--- config.mk ---
export PLATFORM = sky130hd
export DESIGN_NAME = clock_scale_detect
export DESIGN_NICKNAME = d
export VERILOG_FILES = /design/src/rtl/clock_scale_detect.sv
export SDC_FILE = /design/constraint.sdc
export NUM_CORES = 1
export LEC_CHECK = 0
export CAP_MARGIN = 20
export CORE_MARGIN = 2
export CORE_UTILIZATION = 55
export DETAILED_ROUTE_END_ITERATION = 7
export DONT_BUFFER_PORTS = 1
export PLACE_DENSITY = 0.73
export SKIP_LAST_GASP = 1
export SLEW_MARGIN = 20
export SYNTH_ARGS = -nofsm -noshare
export SYNTH_HDL_FRONTEND = slang
export SYNTH_SLANG_ARGS = --single-unit
export TNS_END_PERCENT = 20
--- constraint.sdc ---
create_clock -name clk -period 2.5 [get_ports clk]
set_input_delay 0.5 -clock clk [delete_from_list [all_inputs] [get_ports clk]]
set_output_delay 0.5 -clock clk [all_outputs]
set_load 0.005 [all_outputs]
--- src/rtl/clock_scale_detect.sv ---
// Recovers the scale factor (half-period minus one, in clk cycles) of a divided clock on sig_in.
// Latency: valid rises SYNC_STAGES clk edges after the edge that first samples a new sig_in level.
// Backpressure: none; valid is a single-cycle strobe and the consumer must take it when it fires.
module clock_scale_detect #(
    parameter int unsigned SYNC_STAGES = 2,
    parameter int unsigned LOCK_COUNT  = 4
) (
    input  logic        clk,
    input  logic        rst,
    input  logic        sig_in,
    input  logic        enable,
    output logic [10:0] scale_out,
    output logic        valid,
    output logic        locked,
    output logic        timeout
);

    typedef enum logic [1:0] {
        ST_IDLE    = 2'd0,
        ST_MEASURE = 2'd1,
        ST_LOCKED  = 2'd2
    } state_t;

    localparam logic [10:0] CNT_MAX = 11'd2047;
    localparam logic [3:0]  LOCK_N  = 4'(LOCK_COUNT);

    state_t                 r_state;
    state_t                 w_state_nxt;
    logic [SYNC_STAGES-1:0] r_sync;
    logic                   r_prev;
    logic                   w_lvl;
    logic                   w_edge;
    logic [10:0]            r_cnt;
    logic [10:0]            w_cnt_nxt;
    logic [3:0]             r_match;
    logic [3:0]             w_match_nxt;
    logic [10:0]            r_scale;
    logic [10:0]            w_scale_nxt;
    logic                   r_valid;
    logic                   w_valid_nxt;
    logic                   r_locked;
    logic                   w_locked_nxt;
    logic                   r_timeout;
    logic                   w_timeout_nxt;

    // Both polarities of the synchronized input count as a measurement edge.
    assign w_lvl  = r_sync[SYNC_STAGES-1];
    assign w_edge = w_lvl ^ r_prev;

    assign scale_out = r_scale;
    assign valid     = r_valid;
    assign locked    = r_locked;
    assign timeout   = r_timeout;

    // Synchronizer chain and previous-level flop; keeps running even while disabled.
    always_ff @(posedge clk or posedge rst) begin
        if (rst) begin
            r_sync <= '0;
            r_prev <= 1'b0;
        end else begin
            r_sync <= {r_sync[SYNC_STAGES-2:0], sig_in};
            r_prev <= w_lvl;
        end
    end

    // State and datapath registers.
    always_ff @(posedge clk or posedge rst) begin
        if (rst) begin
            r_state   <= ST_IDLE;
            r_cnt     <= '0;
            r_match   <= '0;
            r_scale   <= '0;
            r_valid   <= 1'b0;
            r_locked  <= 1'b0;
            r_timeout <= 1'b0;
        end else begin
            r_state   <= w_state_nxt;
            r_cnt     <= w_cnt_nxt;
            r_match   <= w_match_nxt;
            r_scale   <= w_scale_nxt;
            r_valid   <= w_valid_nxt;
            r_locked  <= w_locked_nxt;
            r_timeout <= w_timeout_nxt;
        end
    end

    // Next-state logic: measure edge spacing, track repeated values, detect a stalled input.
    always_comb begin
        w_state_nxt   = r_state;
        w_cnt_nxt     = r_cnt;
        w_match_nxt   = r_match;
        w_scale_nxt   = r_scale;
        w_valid_nxt   = 1'b0;
        w_locked_nxt  = r_locked;
        w_timeout_nxt = r_timeout;

        if (!enable) begin
            // scale_out is deliberately kept so the last result stays readable.
            w_state_nxt   = ST_IDLE;
            w_cnt_nxt     = '0;
            w_match_nxt   = '0;
            w_locked_nxt  = 1'b0;
            w_timeout_nxt = 1'b0;
        end else begin
            case (r_state)
                ST_IDLE: begin
                    // The edge leaving idle only starts the count; its spacing is unknown.
                    w_cnt_nxt   = '0;
                    w_match_nxt = '0;
                    if (w_edge) begin
                        w_state_nxt   = ST_MEASURE;
                        w_timeout_nxt = 1'b0;
                    end
                end
                ST_MEASURE, ST_LOCKED: begin
                    if (w_edge) begin
                        // An edge on the final count still wins over the timeout.
                        w_cnt_nxt   = '0;
                        w_valid_nxt = 1'b1;
                        w_scale_nxt = r_cnt;
                        if (r_match == 4'd0) begin
                            w_match_nxt = 4'd1;
                        end else if (r_cnt == r_scale) begin
                            w_match_nxt = (r_match >= LOCK_N) ? LOCK_N : 4'(r_match + 4'd1);
                        end else begin
                            w_match_nxt = 4'd1;
                        end
                        if (w_match_nxt == LOCK_N) begin
                            w_state_nxt  = ST_LOCKED;
                            w_locked_nxt = 1'b1;
                        end else begin
                            w_state_nxt  = ST_MEASURE;
                            w_locked_nxt = 1'b0;
                        end
                    end else if (r_cnt == CNT_MAX) begin
                        w_state_nxt   = ST_IDLE;
                        w_cnt_nxt     = '0;
                        w_match_nxt   = '0;
                        w_locked_nxt  = 1'b0;
                        w_timeout_nxt = 1'b1;
                    end else begin
                        w_cnt_nxt = 11'(r_cnt + 11'd1);
                    end
                end
                default: begin
                    w_state_nxt = ST_IDLE;
                    w_cnt_nxt   = '0;
                    w_match_nxt = '0;
                end
            endcase
        end
    end

endmodule

After elaboration in Yosys (flattened, before gate mapping)
Index checks and enable logic that the tools add are counted.
Operators by class
  add/subtract/negate cells: 2
  order comparisons: 1
  equal/unequal tests: 12
  mux-type cells: 33
  bitwise operators: 1
  reductions and logical operators: 7
Operator list (number)
  two-way mux 11 bit: 4
  two-way mux 4 bit: 10
  two-way mux 1 bit: 12
  adder 11 x 1 -> 11 bit, second input constant: 1
  == test 11 bit: 1
  == test 11 bit, second input constant: 1
  two-way mux 2 bit: 5
  != test 3 bit, second input constant: 3
  != test 3 x 1 -> 1 bit, second input constant: 2
  adder 4 x 1 -> 4 bit, second input constant: 1
  == test 4 x 3 -> 1 bit, second input constant: 1
  greater-or-equal comparator 4 x 3 -> 1 bit, second input constant: 1
  logical NOT 4 bit: 1
  != test 4 bit, second input constant: 1
  case mux 2 bit (2 select lines): 1
  AND reduction 2 bit: 2
  AND reduction 4 bit: 1
  AND reduction 3 bit: 1
  == test 2 x 1 -> 1 bit, second input constant: 1
  == test 2 bit, second input constant: 1
  logical NOT 2 bit: 1
  != test 2 x 1 -> 1 bit, second input constant: 1
  case mux 1 bit (2 select lines): 1
  OR reduction 2 bit: 1
  bitwise XOR 1 bit: 1
Storage, ports and cells
  flip-flop bits (word level): 34
  output and inout bits: 14
  word-level logic and storage cells: 65

Logic depth before layout (Yosys ltp)
Gate-level depths: netlist of the first run.
  depth in word-level cells: 12
  mapped depth: 7
  depth with buffers taken out: 6

Worst setup path after synthesis of the first run
Ideal clock, no wire load.
  path kind: register to register
  from: register r_state[0]
  to: register r_match[0]
  setup time: 0.126 ns
  data arrival time: 1.464 ns
  required time: 2.374 ns
  setup slack: 0.910 ns
  stages on the path, launching flop included: 7
  buffers on the path: 2
  period minus slack after synthesis: 1.590 ns
  path through: dfrtp_1 inv_1 ha_1 and3_1 buf_6 buf_8 a221o_1
Between the ends
  word-level cells in the longest chain between the ends: 4
  elaborated cells between the ends (all ways): 6
Ends and longest elaborated chain
  start: declaration: line 27  | state_t r_state;
  start signal: assignment: line 77  | r_state <= w_state_nxt;
  == test 2 x 1 -> 1 bit / == test 2 bit (equally long branches): line 105  | case (r_state)
  OR reduction 2 bit *: line 105
  two-way mux 4 bit: line 105
  two-way mux 4 bit: line 97  | if (!enable) begin
  end signal: assignment: line 79  | r_match <= w_match_nxt;
  end: declaration: line 35  | logic [3:0] r_match;
Mark *: on every way between the ends. The rest lies on a longest branch, timed or not.
A chain may end at the register's enable or synchronous reset.

Final worst setup path of the first run
  from: register r_state[0]
  to: register r_scale[8], in the netlist scale_out[8]
Between the ends
  word-level cells in the longest chain between the ends: 3
  elaborated cells between the ends (all ways): 4
Ends and longest elaborated chain
  == test 2 x 1 -> 1 bit / == test 2 bit (equally long branches): line 105
  OR reduction 2 bit *: line 105
  AND reduction 3 bit (no source line) *
  end signal: assignment: line 80  | r_scale <= w_scale_nxt;
  end: declaration: line 37  | logic [10:0] r_scale;
Marks and branches as above.

==> results of run 1 <==
## cell usage in the layout (no fill, tap or decap), types with 4 or more instances in the layout
cell      netlist  layout
ha_1            5       5
dfrtp_1        34      34
nand3_1        10      10
xnor2_1         6       6
clkbuf_4        0       5
xor2_1         14      14
and3_1          5       5
mux2_2          9       9
inv_1           8       8
o21ai_0         5       5
nand2_1         4       4
nor2_1         15      15
## cell type report
type,count,area (um2)
Clock buffer,6,51.3
Fill cell,256,1240
Inverter,8,30.0
Multi-Input combinational cell,103,781
Sequential cell,34,851
Tap cell,33,41.3
Timing Repair Buffer,1,7.51
## worst max path at each step
stage                              end  cells past startpoint  slack, ps
after detailed placement  scale_out[4]                      4        530
final                     scale_out[8]                      4        520
after global placement    scale_out[2]                      4        610
after CTS                 scale_out[8]                      4        510
after floorplan             r_match[0]                      6        910
after global routing      scale_out[9]                      4        370
## stage by stage
step | hold slack [ps] | cells | cell area [um2]
final | 129 | 185 | 1760
after global routing | 151 | 185 | 1760
after CTS | 133 | 185 | 1760
after detailed placement | 336 | 179 | 1710
after global placement | 334 | 179 | 1710
after floorplan | 331 | 149 | 1710
## critical path, cell delays in order, from the launching register on
cell and delay (ps):
dfrtp_1 390, inv_1 60, ha_1 350, and3_1 660
mux2_2 410
## sequential cells by signal (all words and copies together), names as in the netlist
register and count:
locked 1, r_cnt 11, r_match 4, r_prev 1, r_state 2, r_sync 2, scale_out 11, timeout 1
valid 1
## power by group
part / switching (mW) / total (mW) / internal [mW]
Sequential: 0.0125 / 0.575 / 0.562
Clock: 0.164 / 0.291 / 0.127
Combinational: 0.0611 / 0.0982 / 0.0372
Total: 0.238 / 0.964 / 0.726
## logic make-up (layout without fill, tap and decap cells)
family,count (synthesis),count (layout),share of synthesized area [%]
multiplexers,11,11,7.26
AO/OA/AOI/OAI,15,15,5.87
adder cells (fa/ha/maj),5,5,3.67
flip-flops,34,34,49.9
buffers and inverters,12,15,4.40
AND/OR/NAND/NOR,50,50,16.8
XOR/XNOR,22,22,12.2
## synth_stat cells, types with 2 or more instances
cell,n,area (um2)
o21ai_0,5,25.0
xor2_2,2,32.5
xnor2_1,6,52.6
buf_6,2,22.5
mux2_1,2,22.5
nor3_1,3,15.0
dfrtp_1,34,851
xor2_1,14,123
ha_1,5,62.6
nand2_1,4,15.0
mux2_2,9,101
nand4b_1,3,26.3
inv_1,8,30.0
nor2_1,15,56.3
nand3_1,10,50.1
and3_1,5,31.3
o22ai_1,2,12.5
and2_1,3,18.8
## metal layers
layer / track usage, % / vias to the layer above / routed length, um
met2: 27.5 / 20 / 1300
met5: 0 / - / 0
met1: 25.5 / 519 / 1290
met3: 6.49 / 9 / 118
met4: 9.52 / 0 / 71
li1: - / 516 / -
==> metrics, run 1 <==
root buffer cell=clkbuf_4; Setup Slack @ Placement=531 ps; final worst-path cycle share=79.1%; wire length per cell=15.0 um; Final Max Slew Viols=0; GP Congestion=0.756; initial antenna violation count=0; Mapped Nets=158; RR Endpoint=scale_out[8]; drt drc=0; post-layout util=58.7%; DRT Pass-1 Iters=4; Crit. Startpoint=r_state[0]; Starting Density=56.8%; Yosys reg bits=34; TritonCTS Buffers=5; power density over the cells=547 nW/um2; Max-Cap Viols=0; Worst Hold Class=in -> async; hpwl dp=1.97 mm; Final Hold Viols=0; Synth warnings=0; I/O Buffers=0; DR vias=1,064; CTS H-tree lvls=2; Crit path arrival time=2190 ps; Worst Setup Path Type=reg -> reg; CP startpoint kind=register; Worst Tran Pin Value=731 ps; GR Overflow Total=0; clk buf depth=2; Worst-path clk slew=90 ps; Clock Skew=10.7 ps; FF-to-FF setup slack=520 ps; die width=59.7 um; number of global-route vias before repair=1,042; postcts setup bufs=0; crit end category=register; max_slew headroom=51.3%; Setup WS post-layout=522 ps; Synth Area per Inst=11.5 um2; layout cell share with drive strength beyond 1=13.2%; # IOs=18; worst flop-to-flop path startpoint=r_state[0]; largest net degree at the start of global routing=35; synthesized cell area=1710 um2; Sum Neg Setup Slack=0 ps; R2R cell count=4; final setup vio count=0; row count=20; Final #Nets=162; diodes inserted=0; Die ar.=3560 um2; CORE AREA=3000 um2; outcome=finished, final reports clean; CTS tree=yes; Top FF cell, synth=dfrtp_1; Final ANT Viol Nets=0; Total Power=0.964 mW; Initial DRC Count=52; fmax=506 MHz; Seq/Total Area, Yosys=49.9%; Clk Latency, worst-skew pair=330 ps; Die Y=59.7 um; Async S/R FF share, synth=100%; clk sink count=34; post-CTS sizing=0; final wirelength=2.78 mm; Worst EP required=2710 ps; maximum vdd drop=298 uV; Final min period=1980 ps; Crit Path Max Fanout=17; Vias/cell=5.75; Distinct cells, synth=35; LEAKAGE=0.867 nW; Post-CTS Hold Buffers=0; area grow syn2layout=3.23%; number of flops mapped to enable cells by yosys=0; Gate Count Post-Synth=149; RSZ-0062 raised after global routing=no; first-pass GRT wire length=4.93 mm; Global Route Usage Sum=19.0%
Note: power is estimated with default switching activity, not from simulation.
==> run 2: changes to the inputs <==
==> constraint.sdc (replaced) <==
create_clock -name clk -period 2 [get_ports clk]
set_input_delay 0.4 -clock clk [delete_from_list [all_inputs] [get_ports clk]]
set_output_delay 0.4 -clock clk [all_outputs]
set_load 0.005 [all_outputs]
==> run 2 against run 1 <==
Maximum frequency rose by 11%. Critical path type unchanged. Cell area rose by 2.1%. Highest routed layer unchanged. Global-route usage rose by 0.80 points. Clock-buffer cell count rose by 1. Combinational power rose by 37%.
==> metrics, run 2 (synthesis results as in run 1) <==
Crit. Startpoint=r_match[0]; Initial DRC Count=49; power density over the cells=692 nW/um2; Final ANT Viol Nets=0; most common cell after layout, fill and taps aside=dfrtp_1; Starting Density=56.8%; Sum Neg Setup Slack=0 ps; CP startpoint kind=register; drt drc=0; max_slew headroom=72.0%; RR Endpoint=r_state[0]; CORE AREA=3000 um2; hpwl dp=2.17 mm; Final Max Slew Viols=0; fmax=560 MHz; CTS H-tree lvls=2; Area after DPL=1740 um2; slowest stage delay, CP=410 ps; clk sink count=34; Slowest-stage cell, CP=dfrtp_1; Crit path arrival time=2000 ps; Die Y=59.7 um; combined area of the multi-input logic cells=781 um2; postcts setup bufs=0; post-CTS sizing=0; Final #Nets=164; outcome=finished, final reports clean; critical path's top delay family=simple AND/OR/NAND/NOR gates; diodes inserted=0; Total Power=1.24 mW; root buffer cell=clkbuf_4; Worst-path clk slew=110 ps; Worst Hold Class=in -> async; Clk Latency, worst-skew pair=340 ps; LEAKAGE=0.886 nW; initial antenna violation count=0; Worst Setup Path Type=reg -> reg; area grow syn2layout=5.35%; Max-Cap Viols=0; I/O Buffers=0; largest net degree at the start of global routing=35; DRT Pass-1 Iters=4; die width=59.7 um; CTS tree=yes; wire length per cell=16.0 um; FF/Latch Area=851 um2; commonest non-fill, non-tap cells in the layout=dfrtp_1 (34), nor2_1 (15), xor2_1 (14); clk buf depth=2; Worst Tran Pin Value=419 ps; DR vias=1,112; Setup WS post-layout=213 ps; Post-CTS Hold Buffers=0; CP bufs+invs=1; Clock Skew=14.4 ps; Vias/cell=5.88; GP Congestion=0.809; Crit Path Max Fanout=4; row count=20; TritonCTS Buffers=5; Final min period=1790 ps; Global Route Usage Sum=19.9%; final wirelength=3.02 mm; crit end category=register; R2R cell count=6; Setup Slack @ Placement=260 ps; final worst-path cycle share=89.3%; first-pass GRT wire length=5.09 mm; FF-to-FF setup slack=210 ps; Worst EP required=2210 ps; Final Hold Viols=0; maximum vdd drop=452 uV; Levels on crit path=6; layout cell share with drive strength beyond 1=14.7%; number of global-route vias before repair=1,057; RSZ-0062 raised after global routing=no; GR Overflow Total=0; CP cell instances=inv_1, ha_1, nand4bb_1, a211oi_1, and4b_1, o211ai_1; design area=1800 um2; worst flop-to-flop path startpoint=r_match[0]; # IOs=18; final setup vio count=0; Layout fillers=251; Die ar.=3560 um2
## run 2: worst max-delay path by stage
stage,to,slack (ps)
after floorplan,r_match[0],410
after global placement,r_match[1],340
after detailed placement,locked,260
after CTS,locked,220
after global routing,r_state[1],100
final,r_state[0],210
## run 2: power by group
group | total (mW) | internal [mW] | leakage, nW | switching, mW
Clock | 0.390 | 0.170 | 0.0353 | 0.220
Sequential | 0.719 | 0.703 | 0.466 | 0.0164
Combinational | 0.135 | 0.0522 | 0.385 | 0.0831
## run 2: routing by layer
| layer | GRT usage (%) | wire (um) | up-vias |
|---|---|---|---|
| met3 | 6.93 | 182 | 6 |
| met1 | 27.7 | 1390 | 543 |
| met2 | 28.4 | 1410 | 41 |
| met4 | 7.62 | 36 | 0 |
| li1 | - | - | 522 |
| met5 | 0 | 0 | - |
## run 2: layout make-up
type	instances	share of cell area [%]
inverter	8	1.67
clock inverter	1	0.278
timing repair buffer	3	1.95
clock buffer	7	3.06
multi-input combinational	103	43.4
sequential	34	47.3
tap	33	2.30
## run 2: worst register-to-register path: stages (launching register included)
cell and delay (ps):
dfrtp_1 410, inv_1 80, ha_1 320, nand4bb_1 200, a211oi_1 320, and4b_1 240, o211ai_1 90
## run 2: per-stage QoR
step | hold slack, ps | utilization [%] | instances
6_report | 29.7 | 59.9 | 189
5_1_grt | 42.5 | 59.9 | 189
4_1_cts | 23.8 | 59.9 | 189
3_5_place_dp | 342 | 57.9 | 181
3_3_place_gp | 333 | 57.9 | 181
2_1_floorplan | 331 | - | 149
==> run 3: changes to the inputs <==
--- a/config.mk
+++ b/config.mk
@@ -7,10 +7,10 @@
 export LEC_CHECK = 0
 export CAP_MARGIN = 20
 export CORE_MARGIN = 2
-export CORE_UTILIZATION = 55
+export CORE_UTILIZATION = 30
 export DETAILED_ROUTE_END_ITERATION = 7
 export DONT_BUFFER_PORTS = 1
-export PLACE_DENSITY = 0.73
+export PLACE_DENSITY = 0.48
 export SKIP_LAST_GASP = 1
 export SLEW_MARGIN = 20
 export SYNTH_ARGS = -nofsm -noshare
==> constraint.sdc (replaced) <==
create_clock -name clk -period 1.63 [get_ports clk]
set_input_delay 0.326 -clock clk [delete_from_list [all_inputs] [get_ports clk]]
set_output_delay 0.326 -clock clk [all_outputs]
set_load 0.005 [all_outputs]
==> run 3 against run 2 <==
Hold slack gained 40 ps. Final cell count grew 30%. Clock skew decreased by 8.7 ps. Die area rose by 77%. Critical path type unchanged. Register-to-register slack got worse by 150 ps.
==> metrics, run 3 (synthesis results as in run 1) <==
Initial DRC Count=67; diodes inserted=0; # IOs=18; largest net degree at the start of global routing=33; area grow syn2layout=20.6%; Comb pwr share=13.2%; clk buf depth=2; initial antenna violation count=0; DR vias=1,167; Reg power frac=49.9%; first-pass GRT wire length=5.71 mm; wire length per cell=14.2 um; Setup WS post-layout=65.4 ps; Clock Power Share=36.9%; layout cell share with drive strength beyond 1=28.9%; CP startpoint kind=register; most common cell after layout, fill and taps aside=dfrtp_1; fmax=639 MHz; CTS tree=yes; final setup vio count=0; crit end category=register; Worst EP required=1790 ps; Crit path arrival time=1720 ps; Worst Tran Pin Value=411 ps; Int Power=1.32 mW; GR Overflow Total=0; outcome=finished, final reports clean; final wirelength=3.48 mm; switching share of power=25.4%; post-layout util=37.4%; final worst-path cycle share=96.0%; Final Max Slew Viols=0; root buffer cell=clkbuf_8; Final Hold Viols=0; commonest non-fill, non-tap cells in the layout=dfrtp_1 (33), buf_4 (18), nor2_1 (15); Starting Density=31.0%; die width=79.4 um; Crit Path Max Fanout=2; Die ar.=6310 um2; DRT Pass-1 Iters=5; Final ANT Viol Nets=0; max_slew headroom=72.6%; RSZ-0062 raised after global routing=yes; CTS H-tree lvls=2; Final min period=1560 ps; drt drc=0; Global Route Usage Sum=11.9%; GP Congestion=0.939; number of global-route vias before repair=1,146; Die Y=79.4 um; Vias/cell=4.76; Final #Nets=181; I/O Buffers=0; Clock Skew=5.69 ps; CORE AREA=5510 um2; clk sink count=34; Max-Cap Viols=0; Setup Slack @ Placement=-35.5 ps; Psw=0.450 mW; Worst-path clk slew=70 ps; row count=27; Clk Latency, worst-skew pair=280 ps; power density over the cells=859 nW/um2; LEAKAGE=0.986 nW; hpwl dp=2.47 mm; Worst Hold Class=in -> reg; maximum vdd drop=354 uV; TritonCTS Buffers=5; Worst Setup Path Type=reg -> reg
-- run 3: repair_timing --
action                     CTS  global route
hold endpoints to repair     2             0
pin swaps                    0             5
hold buffers                 1             0
resized for setup            2             9
buffers inserted             0             4
setup endpoints to repair   14            21
-- run 3: worst max-delay path, cell delays in order (launching register included) --
cell and delay, ps:
dfrtp_1 400, inv_2 90, ha_4 200, nand4bb_1 200
a211oi_2 220, and4b_1 240, o211ai_1 90
-- run 3: cell type report --
class	instances	area, um2
clock buffers	6	82.6
clock inverters	2	12.5
fillers	551	3450
inverters	8	30.0
multi-input cells	103	826
flip-flops and latches	34	852
well taps	72	90.1
repair buffers	20	165
-- run 3: power by group through the flow --
stage / clock [mW] / sequential, mW / combinational [mW]
after detailed placement: 0 / 0.898 / 0.198
after global placement: 0 / 0.896 / 0.189
after global routing: 0.726 / 0.885 / 0.255
after CTS: 0.681 / 0.882 / 0.200
final: 0.652 / 0.883 / 0.233
after floorplan: 0 / 0.894 / 0.130
-- run 3: final timing paths --
kind                       slack (ps)  cells past startpoint          to  startpoint
setup / recovery                   70                      6  r_state[0]  r_match[1]
hold / removal                     70                      0   r_sync[0]      sig_in
setup reg to reg                   70                      6  r_state[0]  r_match[1]
hold reg to reg                   350                      0   r_sync[1]   r_sync[0]
max in group asynchronous         670                      3    r_cnt[0]         rst
min in group asynchronous         350                      2   r_sync[0]         rst
-- run 3: per-stage QoR --
stage | instances | power (mW) | cell area (um2) | TNS, ps | hold WS, ps
floorplan | 149 | 1.02 | 1710 | 0 | 331
global placement | 232 | 1.09 | 1880 | 0 | 80.1
detailed placement | 232 | 1.10 | 1880 | -90.3 | 82.8
CTS | 241 | 1.76 | 1990 | -117 | 55.6
global route | 245 | 1.87 | 2060 | -61.7 | 44.7
finish | 245 | 1.77 | 2060 | 0 | 69.9
-- run 3: routing by layer --
metal  share of wire (%)  global-route usage [%]  vias up
met5                   0                       0        -
met4                 2.8                    6.21        0
met3                 4.3                    3.62       10
met2                  49                    18.0       19
met1                  44                    15.4      582
li1                    -                       -      556
